<file path="config.mk">
export PLATFORM = sky130hd
export DESIGN_NAME = se_lfsr_counter_64
export DESIGN_NICKNAME = d
export VERILOG_FILES = /design/src/rtl/se_counter_pkg.sv /design/src/rtl/se_lfsr_prescaler.sv /design/src/rtl/se_lfsr_counter_64.sv
export SDC_FILE = /design/constraint.sdc
export NUM_CORES = 1
export LEC_CHECK = 0
export BUFFER_PORTS_ARGS = -buffer_cell sky130_fd_sc_hd__buf_2
export CAP_MARGIN = 10
export CELL_PAD_IN_SITES_DETAIL_PLACEMENT = 1
export CELL_PAD_IN_SITES_GLOBAL_PLACEMENT = 1
export CORE_MARGIN = 1.5
export CORE_UTILIZATION = 45
export CTS_BUF_LIST = sky130_fd_sc_hd__clkbuf_8
export DETAILED_ROUTE_END_ITERATION = 10
export PLACE_DENSITY = 0.84
export SYNTH_ARGS = -nofsm -noshare
export SYNTH_HDL_FRONTEND = slang
export SYNTH_SLANG_ARGS = --single-unit
</file>
<file path="constraint.sdc">
create_clock -name Clk -period 4.59 [get_ports Clk]
set_clock_uncertainty 0.1 [all_clocks]
set_input_delay 0.459 -clock Clk [delete_from_list [all_inputs] [get_ports Clk]]
set_output_delay 0.459 -clock Clk [all_outputs]
set_load 0.1 [all_outputs]
</file>
<file path="src/rtl/se_counter_pkg.sv">
// se_counter_pkg: shared constants, LFSR-to-binary decode table and LFSR next-state function
package se_counter_pkg;
  localparam int PRE_W = 4;
  localparam logic [PRE_W-1:0] TERM_STATE = 4'h8;
  localparam logic [PRE_W-1:0] DEC_TAB [16] = '{
    4'd0, 4'd1, 4'd2, 4'd5, 4'd3, 4'd9, 4'd6, 4'd11,
    4'd15, 4'd4, 4'd8, 4'd10, 4'd14, 4'd7, 4'd13, 4'd12
  };
  function automatic logic [PRE_W-1:0] lfsr_next(input logic [PRE_W-1:0] s);
    return {s[2:0], s[3] ^ s[2] ^ (s[2:0] == 3'b000)};
  endfunction
endpackage

</file>
<file path="src/rtl/se_lfsr_prescaler.sv">
// se_lfsr_prescaler: 16-state de Bruijn LFSR prescaler with a registered terminal flag
module se_lfsr_prescaler
  import se_counter_pkg::*;
(
  input  logic             Clk,
  input  logic             Rst,
  input  logic             CNT,
  output logic [PRE_W-1:0] state,
  output logic             carry
);
  logic             term;
  logic [PRE_W-1:0] nxt;
  // term is precomputed a cycle early so the carry is a single AND off a flop
  assign carry = CNT & term;
  always_comb nxt = carry ? '0 : lfsr_next(state);
  always_ff @(posedge Clk) begin
    if (Rst) begin
      state <= '0;
      term  <= 1'b0;
    end else if (CNT) begin
      state <= nxt;
      term  <= (nxt == TERM_STATE);
    end
  end
endmodule

</file>
<file path="src/rtl/se_lfsr_counter_64.sv">
// se_lfsr_counter_64: LFSR-prescaled binary up-counter; OVF_FLAG_EN adds a sticky wrap flag Ovf
module se_lfsr_counter_64
  import se_counter_pkg::*;
#(
  parameter int WIDTH = 64
) (
  input  logic             Clk,
  input  logic             Rst,
  input  logic             CNT,
`ifdef OVF_FLAG_EN
  output logic             Ovf,
`endif
  output logic [WIDTH-1:0] Out
);
  localparam int UW = WIDTH - PRE_W;
  logic [PRE_W-1:0] state;
  logic             carry;
  logic [UW-1:0]    upper;
  se_lfsr_prescaler u_pre (
    .Clk  (Clk),
    .Rst  (Rst),
    .CNT  (CNT),
    .state(state),
    .carry(carry)
  );
  always_ff @(posedge Clk) begin
    if (Rst) upper <= '0;
    else if (carry) upper <= upper + UW'(1);
  end
  assign Out = {upper, DEC_TAB[state]};
`ifdef OVF_FLAG_EN
  always_ff @(posedge Clk) begin
    if (Rst) Ovf <= 1'b0;
    else if (carry && &upper) Ovf <= 1'b1;
  end
`endif
endmodule

</file>
# Yosys cells after proc, flatten, opt, wreduce, memory -nomap -nowiden
# Memory sizes are Yosys's and may differ from the RTL's.
# Index checks and enable logic that the tools add are counted.
# totals
reg_bits	65
mem_bits_ro	64
in_bits	3
output_inout_bits	64
word_cells	15
memories	1
# op_classes
n_addsub	1
n_lt_le_gt_ge	1
eq_ne	1
n_mux	3
n_bitwise	4
reduce_logical	1
# memory_table
name	words	width	read_ports	rd_clocked_by_memory_dff	wr	line	text
(no name shown)	16	4	1	0	0	se_lfsr_counter_64.sv:30	assign Out = {upper, DEC_TAB[state]};
# op_table
operator	count
60-bit by 1-bit adder with 60-bit output, second input constant	1
4-bit 2-to-1 mux	3
5-bit >= comparator, second input constant	1
4-bit inverter with 5-bit output	1
4-bit == test, second input constant	1
3-bit zero test	1
1-bit XOR	2
1-bit bitwise AND	1

# Depth between registers and ports, before layout
# Gate-level depths: netlist of the first run.
# logic_depth
depth_word	4
depth_mapped	7
mapped_depth_nobuf	6

# By module
# A second synthesis of the first run with hierarchy kept.
# unflattened
hier_cells	400
area_unflattened_um2	3291.9
# modules_own_cells
mod	instances	cells_each	area_per_inst_um2	seq_area_each_um2
se_lfsr_counter_64	1	373	3066.7	1201.2
se_lfsr_prescaler	1	27	225.2	100.1

# Worst setup path after synthesis of the first run
# No wires, ideal clock.
# synth_timing
kind	register -> output
start	register u_pre.state[1]
end	output port Out[1]
arrival_time_ns	2.939
required_time_ns	4.031
slack_ns	1.092
path_stages_with_launch	6
path_buffers	0
cell_sequence	dfxtp_1 inv_1 ha_1 nand2_1 o21ai_0 o21ai_0
# synth_via
elab_chain_cells	4
# synth_rtl
element	line	text
start, declared	se_lfsr_prescaler.sv:8	output logic [PRE_W-1:0] state,
start signal, assigned	se_lfsr_prescaler.sv:21	state <= nxt;
4-bit inverter with 5-bit output (implied by the code)	se_lfsr_counter_64.sv:30	
memory 16 x 4 bit	n/a	
4-bit 2-to-1 mux (implied by the code) (2 in series)	se_lfsr_counter_64.sv:30	
end, declared	se_lfsr_counter_64.sv:13	output logic [WIDTH-1:0] Out
# No other way between the ends. The select of a mux whose other input is x is not followed.

# Final worst setup path of the first run
# layout_timing
start	register upper[0]
end	register upper[54]
# layout_via
elab_chain_cells	1
# layout_rtl
element	line	text
start, declared	se_lfsr_counter_64.sv:18	logic [UW-1:0] upper;
start signal, assigned	se_lfsr_counter_64.sv:28	else if (carry) upper <= upper + UW'(1);
60-bit by 1-bit adder with 60-bit output	se_lfsr_counter_64.sv:28	
# No other way between the ends.
# A chain may end at the register's enable or synchronous reset.

==> results of run 1 <==
-- metrics by stage --
step                      utilization [%]  setup slack, ns  area, µm²
final                                56.2             1.55       3860
after global routing                 56.2             1.31       3860
after CTS                            56.2             1.58       3860
after detailed placement             52.9             1.54       3630
after global placement               52.9             1.64       3630
after floorplan                         -             1.09       3250
-- area by class of cell --
type                    count  area [µm²]
well taps                  96         120
fillers                   867        3010
flip-flops and latches     65        1300
repair buffers             67         338
clock buffers              11         151
clock inverters             5        77.6
multi-input cells         290        1830
inverters                  11        41.3
-- logic make-up (layout without fill, tap and decap cells) --
family / Yosys count / after routing
and+or+nand+nor: 185 / 185
DFF: 65 / 65
AOI/OAI and AO/OA: 62 / 62
xor gates and xnor gates: 32 / 32
buffers and inverters: 27 / 94
adders and majority gates: 6 / 6
muxes: 5 / 5
-- final timing paths --
kind                           from                     end  depth (start not counted)
max           upper[0]$_SDFFE_PP0P_  upper[54]$_SDFFE_PP0P_                          6
min          upper[59]$_SDFFE_PP0P_  upper[59]$_SDFFE_PP0P_                          2
max reg2reg   upper[0]$_SDFFE_PP0P_  upper[54]$_SDFFE_PP0P_                          6
min reg2reg  upper[59]$_SDFFE_PP0P_  upper[59]$_SDFFE_PP0P_                          2
-- state kept, by name (all words and copies together), names as in the netlist --
name	flops
upper	60
u_pre.state	4
u_pre.term	1
-- critical path, cell delays in order, from the launching register on --
cell and delay, ns:
dfxtp_1 0.42, ha_1 0.20, nand3_1 0.16, nor4_4 0.68, nand4_1 0.58, or4_1 0.66, a21oi_1 0.16
-- power groups by stage --
| stage | logic, mW | clock network, mW | registers [mW] |
|---|---|---|---|
| final | 0.0397 | 0.557 | 0.568 |
| after CTS | 0.0403 | 0.566 | 0.568 |
| after global routing | 0.0433 | 0.600 | 0.568 |
| after global placement | 0.0391 | 0 | 0.581 |
| after detailed placement | 0.0402 | 0 | 0.581 |
| after floorplan | 0.0338 | 0 | 0.580 |
-- layout by cell type, fill, tap and decap left out, types with 3 or more instances in the layout --
cell	count
or3_1	17
ha_1	6
and3_1	3
o31ai_1	10
nor4_1	5
mux2i_1	3
nand4_1	27
dfxtp_1	65
xnor2_1	10
inv_1	11
o21ai_0	19
nand3_1	26
or4_1	10
nor3_1	4
buf_2	66
a21oi_1	31
nand2_1	24
xor2_1	22
clkbuf_8	11
and4_1	3
nor2_1	47
-- metal layers --
layer	routed length (µm)	GRT usage (%)	vias up
met5	0	0	-
met4	100	8.66	0
met3	374	4.62	9
met2	4310	40.7	61
met1	3840	30.3	1516
li1	-	-	1497
==> results_dict.tcl, run 1 <==
set metrics [dict create \
    final_cell_count_no_fill 545 \
    critPathRequiredTime_ns 4.76 \
    post_cts_buffers 0 \
    clkTransAtPathRegs_ns 0.07 \
    num-nets-final 453 \
    slew_viol_final 0 \
    slew_headroom_pct 43.0 \
    yosysMostFrequentCell "dfxtp_1" \
    grt_antenna_before_repair 0 \
    diodes 0 \
    pwr-share-seq_pct 48.8 \
    intPower_mw 0.908 \
    rsz0062_at_grt "false" \
    yosys.area.top_type "dfxtp_1" \
    yosys.area_share.simple_pct 33.0 \
    start_util_pct 47.2 \
    status "finished, final reports clean" \
    drt_iter0_markers 129 \
    tns_ns 0 \
    tightest_slew_ns 0.848 \
    synth_commonest_cells "dfxtp_1 (65), nor2_1 (47), a21oi_1 (31)" \
    viasPerCell 5.66 \
    ant_nets 0 \
    drtPass1Iterations 4 \
    period_share_pct 66.2 \
    cp-end-kind "flop" \
    grt_max_degree 66 \
    powerDensity_nw_per_um2 302 \
    drive_gt1_share_pct 22.0 \
    yosys-top-cells-area "dfxtp_1 (40%), xor2_1 (5.9%), nor2_1 (5.4%), nand4_1 (5.2%), a21oi_1 (4.8%)" \
    synthCells 382 \
    root_buffer "clkbuf_8" \
    synth-compound-area-share_pct 10.6 \
    io_buffers 66 \
    hold_violations 0 \
    vias 3083 \
    grt_pass1_vias 3009 \
    cts.sinks 65 \
    grt-ovfl-total 0 \
    die_area_um2 7730 \
    std_cell_rows 30 \
    async_flop_share_pct 0 \
    wl_per_cell_um 15.8 \
    period_minus_slack_ns 3.04 \
    cap_violations 0 \
    clk_latency_ns 0.35 \
    htree_num_levels 3 \
    core_area_um2 6870 \
    synth_fp_nets 391 \
    ctsResizeCount 0 \
    die_h_um 87.9 \
    power_mw 1.17 \
    yosys_warnings 0 \
    synth_mux_area_share_pct 1.97 \
    gp_congestion 0.752 \
    cts_buffers 9 \
    dpl.cell_count 529 \
    ys.flop_type "dfxtp_1" \
    syn_avg_cell_area_um2 8.50 \
    synthXorXnorAreaFrac_pct 8.64 \
    holdWs_ns 0.384 \
    dp_hpwl_um 5970 \
    hold_buffers 0 \
    synthAdderAreaFrac_pct 2.31 \
    boundaryPins 67 \
    syn2layout_area_growth_pct 19.0 \
    synth_edf_count 0 \
    swShare_pct 22.1 \
    p_clk_share_pct 47.8 \
    synth_cell_types 41 \
    switchingPower_mw 0.257 \
    worst-setup-path-type "reg2reg" \
    leakagePower_nw 1.50 \
    cts_tree "built" \
    reg2reg_slack_ns 1.55 \
    start_kind "flop" \
    grt_usage_pct 24.0 \
    synth_top_family_by_area "simple AND/OR/NAND/NOR gates" \
    cp_max_fo 13 \
    synth_top_area_share_pct 40.1 \
    vdd_drop_max_v 0.000187 \
    arrival_ns 3.21 \
    grt_pass1_wl_um 14400 \
    die_x_um 87.9 \
    finalSetupViolations 0 \
    yosys_register_bits 65 \
    syn_area_um2 3250 \
    pwr-share-comb_pct 3.4 \
    max-clock-path-buffers 2 \
    drc_errors 0 \
    ys_seq_area_share_pct 40.1 \
    routed_wl_um 8620 \
    clock.fmax_mhz 329 \
    min-delay-path-class "reg2reg" \
]
Note: power is estimated with default switching activity, not from simulation.
==> run 2, diff against run 1 <==
CORE_UTILIZATION = 42   (was 45)
PLACE_DENSITY = 0.79   (was 0.84)
clock period = 2.95 ns   (was 4.59 ns; I/O delays follow)
==> results_dict.tcl, run 2 (synthesis results as in run 1) <==
set metrics [dict create \
    status "finished, final reports clean" \
    clkTransAtPathRegs_ns 0.08 \
    reg2reg_from "upper[28]$_SDFFE_PP0P_" \
    holdWs_ns 0.195 \
    grt_antenna_before_repair 0 \
    syn2layout_area_growth_pct 18.9 \
    tns_ns 0 \
    slew_headroom_pct 59.7 \
    ctsResizeCount 0 \
    grt_max_degree 32 \
    min_from "Rst" \
    dpl.cell_count 536 \
    vdd_drop_max_v 0.000272 \
    reg2reg_depth 5 \
    start_util_pct 44.0 \
    powerDensity_nw_per_um2 435 \
    post_cts_buffers 0 \
    dp_hpwl_um 6250 \
    root_buffer "clkbuf_8" \
    start_kind "flop" \
    diodes 0 \
    clock.fmax_mhz 404 \
    startpoint "upper[28]$_SDFFE_PP0P_" \
    grt_pass1_wl_um 14500 \
    final_common_cell "buf_2" \
    min_path_cells 2 \
    worst-setup-path-type "reg2reg" \
    grt_usage_pct 21.7 \
    period_share_pct 83.9 \
    routed_wl_um 8590 \
    gp_congestion 0.855 \
    cts_tree "built" \
    utilization_pct 52.4 \
    grt-ovfl-total 0 \
    max-clock-path-buffers 2 \
    cap_violations 0 \
    period_minus_slack_ns 2.48 \
    tightest_slew_ns 0.599 \
    min-delay-path-class "in2reg" \
    layout_common_cells "buf_2 (66), dfxtp_1 (65), nor2_1 (47)" \
    final_cell_count_no_fill 552 \
    slew_viol_final 0 \
    cp-end-kind "flop" \
    largest_register_ffs 60 \
    cts.sinks 65 \
    core_area_um2 7370 \
    reg2reg_slack_ns 0.47 \
    critPathRequiredTime_ns 3.13 \
    drt_iter0_markers 122 \
    boundaryPins 67 \
    ant_nets 0 \
    finalSetupViolations 0 \
    regMostFlops "upper" \
    num-nets-final 457 \
    std_cell_rows 31 \
    cp_max_fo 18 \
    hold_violations 0 \
    leakagePower_nw 1.51 \
    rsz0062_at_grt "false" \
    cts_buffers 9 \
    reg.largest.list "upper: 60 flops, u_pre.state: 4 flops, u_pre.term: 1 flops" \
    vias 3096 \
    io_buffers 66 \
    die_area_um2 8260 \
    arrival_ns 2.65 \
    wl_per_cell_um 15.6 \
    clk_latency_ns 0.35 \
    drive_gt1_share_pct 22.5 \
    htree_num_levels 3 \
    grt_pass1_vias 2995 \
    drc_errors 0 \
    drtPass1Iterations 4 \
    viasPerCell 5.61 \
    die_h_um 90.9 \
    die_x_um 90.9 \
    hold_buffers 0 \
]
-- run 2: cell types whose count changed in the layout (fill, tap and decap cells not counted), sizes merged --
cell and delta:
buf +4, bufinv -2, clkbuf +2, clkinvlp -1, inv +1
-- run 2: worst paths after layout --
check	to
setup / recovery	upper[59]$_SDFFE_PP0P_
hold / removal	upper[33]$_SDFFE_PP0P_
setup reg to reg	upper[59]$_SDFFE_PP0P_
hold reg to reg	upper[59]$_SDFFE_PP0P_
-- run 2: final cells by class --
cell class / count / area, µm²
well taps: 99 / 124
clock buffers: 13 / 179
clock inverters: 3 / 13.8
multi-input cells: 290 / 1830
inverters: 11 / 41.3
fillers: 938 / 3510
repair buffers: 71 / 368
flip-flops and latches: 65 / 1300
-- run 2: power by group --
| group | internal [mW] | switching [mW] | leakage, nW |
|---|---|---|---|
| sequential | 0.879 | 0.00506 | 0.524 |
| combinational | 0.0156 | 0.0479 | 0.881 |
| clock | 0.391 | 0.338 | 0.107 |
| total | 1.29 | 0.391 | 1.51 |
-- run 2: worst max-delay path: stages, from the launching register on --
cell and delay, ns:
dfxtp_1 0.43, nand4_1 0.21, nor2_1 0.38, nand3_1 0.52, or4_1 0.63, a21oi_1 0.14
-- run 2: stage by stage --
stage / setup WS, ns / area [µm²] / power [mW]
after floorplan: 0.104 / 3250 / 0.955
after global placement: 0.600 / 3670 / 0.967
after detailed placement: 0.481 / 3670 / 0.969
after CTS: 0.459 / 3860 / 1.70
after global routing: 0.285 / 3860 / 1.74
final: 0.474 / 3860 / 1.68
-- run 2: metal layers --
layer	vias to the layer above	wire length [µm]	global-route usage, %	part of all wire, %
met5	-	0	0	0
met4	0	140	8.20	1.6
met3	11	445	5.47	5.2
met2	60	4040	35.7	47
met1	1507	3970	27.4	46
li1	1518	-	-	-
